--- src/rtl/stim_level_sweep_if.sv ---
// Control and status bundle for the stim level sweep sequencer.
// Carries sweep settings, generator feedback and sweep outputs.
interface stim_level_sweep_if #(
  parameter int LEVEL_W = 8,
  parameter int CNT_W   = 16
);
  logic               start;
  logic               abort;
  logic [LEVEL_W-1:0] start_level;
  logic [LEVEL_W-1:0] stop_level;
  logic [LEVEL_W-1:0] step;
  logic [CNT_W-1:0]   settle_cycles;
  logic [CNT_W-1:0]   pulses_per_step;
  logic               stim_drive_in;
  logic [LEVEL_W-1:0] level;
  logic               stim_enable;
  logic               busy;
  logic               done;
  logic [LEVEL_W-1:0] step_index;

  modport master (
    output start, abort, start_level, stop_level, step,
    output settle_cycles, pulses_per_step, stim_drive_in,
    input  level, stim_enable, busy, done, step_index
  );

  modport slave (
    input  start, abort, start_level, stop_level, step,
    input  settle_cycles, pulses_per_step, stim_drive_in,
    output level, stim_enable, busy, done, step_index
  );
endinterface

--- src/rtl/stim_level_sweep.sv ---
// Steps the stim DAC level from start to stop, settling then
// counting generator pulses at each level before advancing.
module stim_level_sweep #(
  parameter int LEVEL_W = 8,
  parameter int CNT_W   = 16
) (
  input  logic              clk,
  input  logic              rst_n,
  stim_level_sweep_if.slave bus
);
  typedef enum logic [2:0] {
    S_IDLE,
    S_SETTLE,
    S_COUNT,
    S_ADVANCE,
    S_DONE
  } state_t;

  localparam int LW1 = LEVEL_W + 1;

  state_t             r_state, w_state;
  logic [LEVEL_W-1:0] r_level, w_level;
  logic [LEVEL_W-1:0] r_idx, w_idx;
  logic [LEVEL_W-1:0] r_stop, w_stop;
  logic [LEVEL_W-1:0] r_step, w_step;
  logic [CNT_W-1:0]   r_settle, w_settle;
  logic [CNT_W-1:0]   r_pps, w_pps;
  logic [CNT_W-1:0]   r_scnt, w_scnt;
  logic [CNT_W-1:0]   r_pcnt, w_pcnt;
  logic               r_dir_up, w_dir_up;
  logic               r_drv_q;

  logic [CNT_W-1:0]   w_settle_last;
  logic [CNT_W-1:0]   w_pps_last;
  logic [LW1-1:0]     w_diff;
  logic [LW1-1:0]     w_sum;
  logic               w_fall;
  logic               w_clamp;

  // zero settle/pulse settings behave as one
  assign w_settle_last = (r_settle == '0) ? '0 : r_settle - CNT_W'(1);
  assign w_pps_last    = (r_pps == '0) ? '0 : r_pps - CNT_W'(1);

  assign w_diff = r_dir_up ? {1'b0, r_stop} - {1'b0, r_level}
                           : {1'b0, r_level} - {1'b0, r_stop};
  assign w_sum  = r_dir_up ? {1'b0, r_level} + {1'b0, r_step}
                           : {1'b0, r_level} - {1'b0, r_step};
  assign w_clamp = (w_diff <= {1'b0, r_step}) | w_sum[LEVEL_W];

  // only falling edges count, so enable-induced rises never do
  assign w_fall = r_drv_q & ~bus.stim_drive_in;

  assign bus.level       = r_level;
  assign bus.step_index  = r_idx;
  assign bus.stim_enable = (r_state == S_COUNT);
  assign bus.busy        = (r_state != S_IDLE);
  assign bus.done        = (r_state == S_DONE);

  // next-state and datapath updates; abort overrides everything
  always_comb begin
    w_state  = r_state;
    w_level  = r_level;
    w_idx    = r_idx;
    w_stop   = r_stop;
    w_step   = r_step;
    w_settle = r_settle;
    w_pps    = r_pps;
    w_scnt   = r_scnt;
    w_pcnt   = r_pcnt;
    w_dir_up = r_dir_up;
    unique case (r_state)
      S_IDLE: begin
        if (bus.start) begin
          w_stop   = bus.stop_level;
          w_step   = bus.step;
          w_settle = bus.settle_cycles;
          w_pps    = bus.pulses_per_step;
          w_level  = bus.start_level;
          w_idx    = '0;
          w_dir_up = (bus.stop_level >= bus.start_level);
          w_scnt   = '0;
          w_pcnt   = '0;
          w_state  = S_SETTLE;
        end
      end
      S_SETTLE: begin
        if (r_scnt == w_settle_last) begin
          w_scnt  = '0;
          w_state = S_COUNT;
        end else begin
          w_scnt = r_scnt + CNT_W'(1);
        end
      end
      S_COUNT: begin
        if (w_fall) begin
          if (r_pcnt == w_pps_last) begin
            w_pcnt  = '0;
            w_state = S_ADVANCE;
          end else begin
            w_pcnt = r_pcnt + CNT_W'(1);
          end
        end
      end
      S_ADVANCE: begin
        if (r_idx != '1) w_idx = r_idx + LEVEL_W'(1);
        if (r_level == r_stop || r_step == '0) begin
          w_state = S_DONE;
        end else begin
          w_level = w_clamp ? r_stop : w_sum[LEVEL_W-1:0];
          w_state = S_SETTLE;
        end
      end
      S_DONE: w_state = S_IDLE;
      default: w_state = S_IDLE;
    endcase
    if (bus.abort && r_state != S_IDLE) begin
      w_state = S_IDLE;
      w_level = r_level;
      w_idx   = r_idx;
      w_scnt  = '0;
      w_pcnt  = '0;
    end
  end

  // state, latched settings, counters and edge-detect register
  always_ff @(posedge clk or negedge rst_n) begin
    if (!rst_n) begin
      r_state  <= S_IDLE;
      r_level  <= '0;
      r_idx    <= '0;
      r_stop   <= '0;
      r_step   <= '0;
      r_settle <= '0;
      r_pps    <= '0;
      r_scnt   <= '0;
      r_pcnt   <= '0;
      r_dir_up <= 1'b0;
      r_drv_q  <= 1'b0;
    end else begin
      r_state  <= w_state;
      r_level  <= w_level;
      r_idx    <= w_idx;
      r_stop   <= w_stop;
      r_step   <= w_step;
      r_settle <= w_settle;
      r_pps    <= w_pps;
      r_scnt   <= w_scnt;
      r_pcnt   <= w_pcnt;
      r_dir_up <= w_dir_up;
      r_drv_q  <= bus.stim_drive_in;
    end
  end
endmodule

--- src/flat_wrapper.sv ---
// flat-port wrapper written by rule: the top's interface ports become plain ports
module stim_level_sweep_flat 
#(
  parameter int LEVEL_W = 8,
  parameter int CNT_W   = 16
)
  (clk, rst_n, bus_start, bus_abort, bus_start_level, bus_stop_level, bus_step, bus_settle_cycles, bus_pulses_per_step, bus_stim_drive_in, bus_level, bus_stim_enable, bus_busy, bus_done, bus_step_index);
  stim_level_sweep_if #(.LEVEL_W(LEVEL_W), .CNT_W(CNT_W)) bus_i ();
  input  logic clk;
  input  logic rst_n;
  input wire logic [$bits(bus_i.start)-1:0] bus_start;
  input wire logic [$bits(bus_i.abort)-1:0] bus_abort;
  input wire logic [$bits(bus_i.start_level)-1:0] bus_start_level;
  input wire logic [$bits(bus_i.stop_level)-1:0] bus_stop_level;
  input wire logic [$bits(bus_i.step)-1:0] bus_step;
  input wire logic [$bits(bus_i.settle_cycles)-1:0] bus_settle_cycles;
  input wire logic [$bits(bus_i.pulses_per_step)-1:0] bus_pulses_per_step;
  input wire logic [$bits(bus_i.stim_drive_in)-1:0] bus_stim_drive_in;
  output wire logic [$bits(bus_i.level)-1:0] bus_level;
  output wire logic [$bits(bus_i.stim_enable)-1:0] bus_stim_enable;
  output wire logic [$bits(bus_i.busy)-1:0] bus_busy;
  output wire logic [$bits(bus_i.done)-1:0] bus_done;
  output wire logic [$bits(bus_i.step_index)-1:0] bus_step_index;
  assign bus_i.start = bus_start;
  assign bus_i.abort = bus_abort;
  assign bus_i.start_level = bus_start_level;
  assign bus_i.stop_level = bus_stop_level;
  assign bus_i.step = bus_step;
  assign bus_i.settle_cycles = bus_settle_cycles;
  assign bus_i.pulses_per_step = bus_pulses_per_step;
  assign bus_i.stim_drive_in = bus_stim_drive_in;
  assign bus_level = bus_i.level;
  assign bus_stim_enable = bus_i.stim_enable;
  assign bus_busy = bus_i.busy;
  assign bus_done = bus_i.done;
  assign bus_step_index = bus_i.step_index;
  stim_level_sweep #(.LEVEL_W(LEVEL_W), .CNT_W(CNT_W)) u_core (.clk(clk), .rst_n(rst_n), .bus(bus_i));
endmodule
--- config.mk ---
export PLATFORM = sky130hd
export DESIGN_NAME = stim_level_sweep_flat
export DESIGN_NICKNAME = d
export VERILOG_FILES = /design/src/rtl/stim_level_sweep_if.sv /design/src/rtl/stim_level_sweep.sv /design/src/flat_wrapper.sv
export SDC_FILE = /design/constraint.sdc
export NUM_CORES = 1
export LEC_CHECK = 0
export CAP_MARGIN = 20
export CORE_UTILIZATION = 40
export CTS_CLUSTER_DIAMETER = 100
export DETAILED_ROUTE_END_ITERATION = 8
export GPL_TIMING_DRIVEN = 0
export HOLD_SLACK_MARGIN = 0.06
export PLACE_DENSITY = 0.57
export SYNTH_ARGS = -nofsm -noshare
export SYNTH_HDL_FRONTEND = slang
export SYNTH_SLANG_ARGS = --single-unit
export TNS_END_PERCENT = 50
--- constraint.sdc ---
create_clock -name clk -period 11.6 [get_ports clk]
set_input_delay 2.32 -clock clk [delete_from_list [all_inputs] [get_ports clk]]
set_output_delay 2.32 -clock clk [all_outputs]
set_load 0.005 [all_outputs]
==> flow_summary.toml <==
[timing]
worstMarginPinSlew_ns = 0.786
fin_tns_setup_ns = 0
setup-violations-final = 0
fin_crit_sh_pct = 39.3
drv_slew = 0
rsz0062_at_grt = "false"
fmax_mhz = 219
hold_viol = 0
slew_headroom_pct = 47.1
layout_min_cycle_time_ns = 4.56
finalClockSkew_ns = 0.0115
layout_setup_ws_ns = 7.04
holdWs_ns = 0.549

[synth]
ys.flop_type = "dfrtp_1"
syn_avg_cell_area_um2 = 8.85
netlist_area_um2 = 7470
yosys_warnings = 0
synth_cells = 844
ys_seq_area_share_pct = 33.8
synth_seq_cells = 101
async_flop_share_pct = 100
synth_area_leaders = "dfrtp_1, ha_1, xnor2_1"
yosys.area.top_type = "dfrtp_1"
synth.most_common_cell = "dfrtp_1"
yosysUniqueCellTypes = 71
synth_common_cells = "dfrtp_1, nand2_1, o21ai_0"
syn_nets = 954
synth_edf_count = 0
synth_top_area_share_pct = 33.8

[power]
ir_drop_uv = 123
cellLeakagePower_nw = 3.68
p_per_area_nw_per_um2 = 268

[setup_path]
crit_path_start_kind = "register"
critPathMaxFanout = 10
path_cells = "clkbuf_1 -> clkbuf_1 -> mux2_2 -> fa_1 -> a21o_1 -> a21oi_1 -> o21ai_0 -> o41ai_1 -> xnor2_1 -> a21oi_1 -> clkbuf_1 -> nor3_1 -> o41ai_1"
cp_slowest_stage_delay_ns = 0.46
end_kind = "register"
reg2reg_slack_ns = 7.04
crit_buf_inv = 3
worstSetupPathType = "register to register"
path_delay_family = "compound AO/OA/AOI/OAI gates"
worst-endpoint-arrival_ns = 4.81
required_ns = 11.85
crit_top_cell = "clkbuf_1"
cp_slowest_cell = "clkbuf_1"

[clocking]
postCtsSetupBuffers = 0
cts_root_buffer = "clkbuf_16"
htreeDepth = 3
clock-sinks = 101
clkLatencyLatePin_ns = 0.36
cts.clk_slew.worst_paths_ns = 0.08
cts_tree = "built"
post_cts_resized = 0
clk_path_buf_depth = 2
holdBufCountCts = 0
numCtsBuffers = 9

[global_route]
grt_pass1_wl_um = 31100
grt_max_degree = 55
antenna_found_initial = 0
grt-ovfl-total = 0
grt_pass1_vias = 6147
grt.total_usage_pct = 20.0

[placement]
hpwl_um = 13900
pre_cts_ws_ns = 6.68
gp_congestion = 0.810
io_buffers = 79
dpl.cell_count = 1153

[die]
die_x_um = 139
die-area_um2 = 19200
die_y_um = 139
num_io_pins = 80
row_count = 49
start_util_pct = 41.1
core_um2 = 18100

[route]
ant_nets = 0
drt_first_iter_violations = 333
drtPass1Iterations = 9
route.vias.total = 6373
drc = 5
vias_per_cell = 5.46
drt-total-wl_um = 18600
avgRoutedWirePerCell_um = 15.9

[run]
drv_cap = 0

[outcome]
status = "finished with violations"
violations = "DRC"

[layout]
layout.nets = 1045
fillCellCount = 1802
antenna_cells = 0
fin_util_pct = 48.8
drive_gt1_share_pct = 7.99
area_delta_synth_final_pct = 18.6
final_cells = 1168

[worst_hold_path]
worst_hold_path_type = "register to register"
registers in the layout, indices dropped and copies added, names as in the netlist:
name and flops:
u_core.r_state 3, u_core.r_settle 16, u_core.r_stop 8, u_core.r_step 8, u_core.r_dir_up 1, u_core.r_scnt 16, u_core.r_drv_q 1, u_core.bus.step_index 8
u_core.r_pcnt 16, u_core.r_pps 16, u_core.bus.level 8
worst paths after layout:
| check | start | end | depth (start not counted) |
|---|---|---|---|
| max | u_core.r_dir_up$_DFFE_PN0P_ | u_core.bus.level[7]$_DFFE_PN0P_ | 13 |
| min | u_core.bus.step_index[1]$_DFFE_PN0P_ | u_core.bus.step_index[1]$_DFFE_PN0P_ | 2 |
| max in group asynchronous | rst_n | u_core.r_pcnt[13]$_DFFE_PN0P_ | 2 |
| min reg2reg | u_core.bus.step_index[1]$_DFFE_PN0P_ | u_core.bus.step_index[1]$_DFFE_PN0P_ | 2 |
| max reg2reg | u_core.r_dir_up$_DFFE_PN0P_ | u_core.bus.level[7]$_DFFE_PN0P_ | 13 |
| min in group asynchronous | rst_n | u_core.r_scnt[15]$_DFFE_PN0P_ | 1 |
metal layers:
layer  track usage [%]  share of wire, %
met5                 0                 0
met4              5.15               1.2
met3              3.52               4.1
met2              31.9                45
met1              28.1                50
layout make-up:
cell class / count / area, um2 / share of cell area, %
multi-input combinational: 651 / 4570 / 51.5
sequential: 101 / 2530 / 28.5
timing repair buffer: 80 / 816 / 9.21
tap: 229 / 287 / 3.23
clock buffer: 10 / 229 / 2.58
inverter: 54 / 203 / 2.29
buffer: 38 / 171 / 1.94
clock inverter: 5 / 60.1 / 0.678
metrics by stage:
| stage | power, mW | area (um2) |
|---|---|---|
| floorplan | 1.68 | 7470 |
| global placement | 2.06 | 8540 |
| detailed placement | 2.06 | 8570 |
| CTS | 2.40 | 8860 |
| global route | 2.60 | 8860 |
| finish | 2.38 | 8860 |
worst register-to-register path, stage by stage, from the launching register on:
cell and delay (ns):
dfrtp_1 0.45, clkbuf_1 0.38, clkbuf_1 0.45, mux2_2 0.44, fa_1 0.44, a21o_1 0.19
a21oi_1 0.24, o21ai_0 0.17, o41ai_1 0.35, xnor2_1 0.12, a21oi_1 0.35, clkbuf_1 0.46
nor3_1 0.09, o41ai_1 0.32
cells by family after synthesis:
family	synth area share, %
compound gates	15.9
fa+ha+maj	8.51
buf+inv	5.01
mux	6.53
simple gates	21.6
flops	33.8
xor+xnor	8.56
layout by cell type, fill, tap and decap left out, types with 30 or more instances in the layout:
cell	instances
dfrtp_1	101
clkdlybuf4s50_1	78
nand2_1	67
o21ai_0	62
nor2_1	61
inv_1	54
ha_1	46
a21oi_1	44
xnor2_1	43
mux2_2	30
xor2_1	30
power by group:
group / switching, mW / leakage, nW / internal [mW]
Sequential: 0.137 / 1.29 / 0.461
Clock: 0.146 / 0.139 / 0.167
Combinational: 0.819 / 2.25 / 0.647
Total: 1.10 / 3.68 / 1.28
Power figures use the tool's default switching activity.
==> RTL edit (same settings) <==
The 5 states of `state_t` get a one-hot encoding in 5 bits.
--- a/src/rtl/stim_level_sweep.sv
+++ b/src/rtl/stim_level_sweep.sv
@@ -8,12 +8,12 @@
   input  logic              rst_n,
   stim_level_sweep_if.slave bus
 );
-  typedef enum logic [2:0] {
-    S_IDLE,
-    S_SETTLE,
-    S_COUNT,
-    S_ADVANCE,
-    S_DONE
+  typedef enum logic [4:0] {
+    S_IDLE    = 5'b00001,
+    S_SETTLE  = 5'b00010,
+    S_COUNT   = 5'b00100,
+    S_ADVANCE = 5'b01000,
+    S_DONE    = 5'b10000
   } state_t;
 
   localparam int LW1 = LEVEL_W + 1;
Behaviour: no difference found for any inputs over 4 cycles, from zero or initial values and one cycle with rst_n low; so few cycles prove little.
==> RTL edit against the original RTL <==
Global-route usage rose by 2.0 points. Sequential cell count rose by 2. Register-to-register slack got worse by 0.10 ns. Wire length rose by 14%. First-iteration DRC count rose by 27%. Sequential power fell by 9.0%. Area after synthesis rose by 4.6%. Largest power group unchanged. Critical path type is now flop to primary output. Total power fell by 9.2%. Design area rose by 4.7%. Critical path depth fell by 8. Setup slack got worse by 0.19 ns.
==> RTL edit: results (changes against the original RTL) <==
| Metric | Value |
|---|---|
| Synth cell types | 78 (+9.9%) |
| Clock tree root driver cell | clkbuf_16 |
| Global-route wire length before repair | 34700 µm (+12%) |
| Hold Worst Slack | 0.537 ns (-0.0126 ns) |
| Layout Skew | 0.0143 ns (+0.00276 ns) |
| Worst slack at placement | 6.49 ns (-0.193 ns) |
| Crit-path max FO | 8 (-2) |
| Top FF cell, synth | dfrtp_1 |
| Max IR drop VDD | 0.110 mV (-10%) |
| Status | complete, no violations |
| Fraction of layout cells with a size suffix above 1 | 0.0577 (-0.0222) |
| CTS resizes | 0 (unchanged) |
| N_diodes | 0 (unchanged) |
| Slowest cell on crit path | or4b_2 |
| Port bufs | 78 (-1.3%) |
| Vias in the first global route | 6657 (+8.3%) |
| Critical R2R Launch | u_core.r_dir_up |
| Via count | 6953 (+9.1%) |
| H-tree Lvls | 3 (unchanged) |
| Worst hold start | u_core.bus.step_index[0] |
| Register area share after synthesis | 0.330 (-0.00839) |
| Initial antenna violation count | 0 (unchanged) |
| P_sw | 988 µW (-10%) |
| Clock slew at reported path FFs | 0.07 ns |
| Placer congestion estimate | 0.830 (+2.4%) |
| FF-to-FF End | u_core.bus.level[6] |
| Leak | 0.00384 µW (+4.4%) |
| Hold Path End | u_core.bus.step_index[0] |
| DRT iter0 DRCs | 422 (+27%) |
| FILL cells | 1886 (+4.7%) |
| Critical Path AT | 2.43 ns (-2.38 ns) |
| Tmin final | 4.75 ns (+0.189 ns) |
| Hold Buf Count CTS | 0 (unchanged) |
| Cell taking the most area after synthesis | dfrtp_1 |
| Internal reg-to-reg setup slack | 6.94 ns (-0.10 ns) |
| Largest net degree at the start of global routing | 55 (unchanged) |
| Top cells by count, synth | nand2_1 (144), dfrtp_1 (102), o21ai_0 (65) |
| Worst hold path depth | 1 (-1) |
| DRT Pass-1 Iters | 5 (-4) |
| Crit-path max cell delay | 0.68 ns (+0.22 ns) |
| Detailed Route WL | 21200 µm (+14%) |
| Hpwl dp | 16100 µm (+15%) |
| Post-CTS Setup Bufs | 0 (unchanged) |
| Total GRT Usage | 0.220 (+0.0195) |
| Max-slew headroom | 0.425 (-0.0459) |
| Post-synthesis net count | 1054 (+10%) |
| Area contributors post-synth | dfrtp_1 (33%), ha_1 (7.4%), nand2_1 (6.9%) |
==> RTL edit: per-stage QoR <==
step / std cells / utilization / cell area, µm²
after floorplan: 944 / - / 7810
after global placement: 1282 / 0.472 / 8920
after detailed placement: 1283 / 0.473 / 8940
after CTS: 1299 / 0.490 / 9270
after global routing: 1300 / 0.491 / 9270
final: 1300 / 0.491 / 9270
==> RTL edit: how the worst max path moves through the flow <==
stage | startpoint | endpoint | slack, ns | cells past startpoint
after floorplan | bus_abort | u_core.r_pcnt[9] | 7.71 | 8
after global placement | rst_n | u_core.r_pcnt[7] | 3.90 | 1
final | u_core.r_state[3] | bus_busy | 6.85 | 5
after global routing | u_core.r_dir_up | u_core.bus.level[6] | 6.63 | 13
after detailed placement | bus_start | u_core.bus.level[3] | 6.49 | 10
after CTS | u_core.r_state[3] | bus_busy | 6.86 | 5
==> RTL edit: worst max-delay path, delay by kind of cell (launching register included) <==
family | cells | cell delay (ns)
and+or+nand+nor | 2 | 0.91
DFF | 1 | 0.36
buffers and inverters | 3 | 0.81
==> RTL edit: power groups by stage <==
stage	Sequential, µW	Clock, µW	Combinational (µW)
finish	544	335	1280
global route	559	360	1440
CTS	543	345	1280
detailed placement	548	0	1270
global placement	550	0	1260
floorplan	517	0	965
==> RTL edit: logic make-up after synthesis <==
logic type | count (synthesis) | share of synthesized area
AO/OA/AOI/OAI | 179 | 0.152
XOR/XNOR | 76 | 0.0887
adder cells (fa/ha/maj) | 49 | 0.0814
buffers and inverters | 108 | 0.0562
flip-flops | 103 | 0.330
multiplexers | 19 | 0.0248
AND/OR/NAND/NOR | 410 | 0.267
==> RTL edit: final cells by class <==
| cell class | instances | area share |
|---|---|---|
| multi-input combinational | 733 | 0.517 |
| sequential | 103 | 0.278 |
| timing repair buffer | 80 | 0.0874 |
| tap | 260 | 0.0351 |
| clock buffer | 9 | 0.0243 |
| buffer | 50 | 0.0239 |
| inverter | 58 | 0.0235 |
| clock inverter | 7 | 0.0105 |
==> RTL edit: per-layer routing <==
layer,GRT usage,routed length [µm]
met2,0.352,9610
met1,0.313,10500
met4,0.0583,349
met5,0,0
met3,0.0273,665
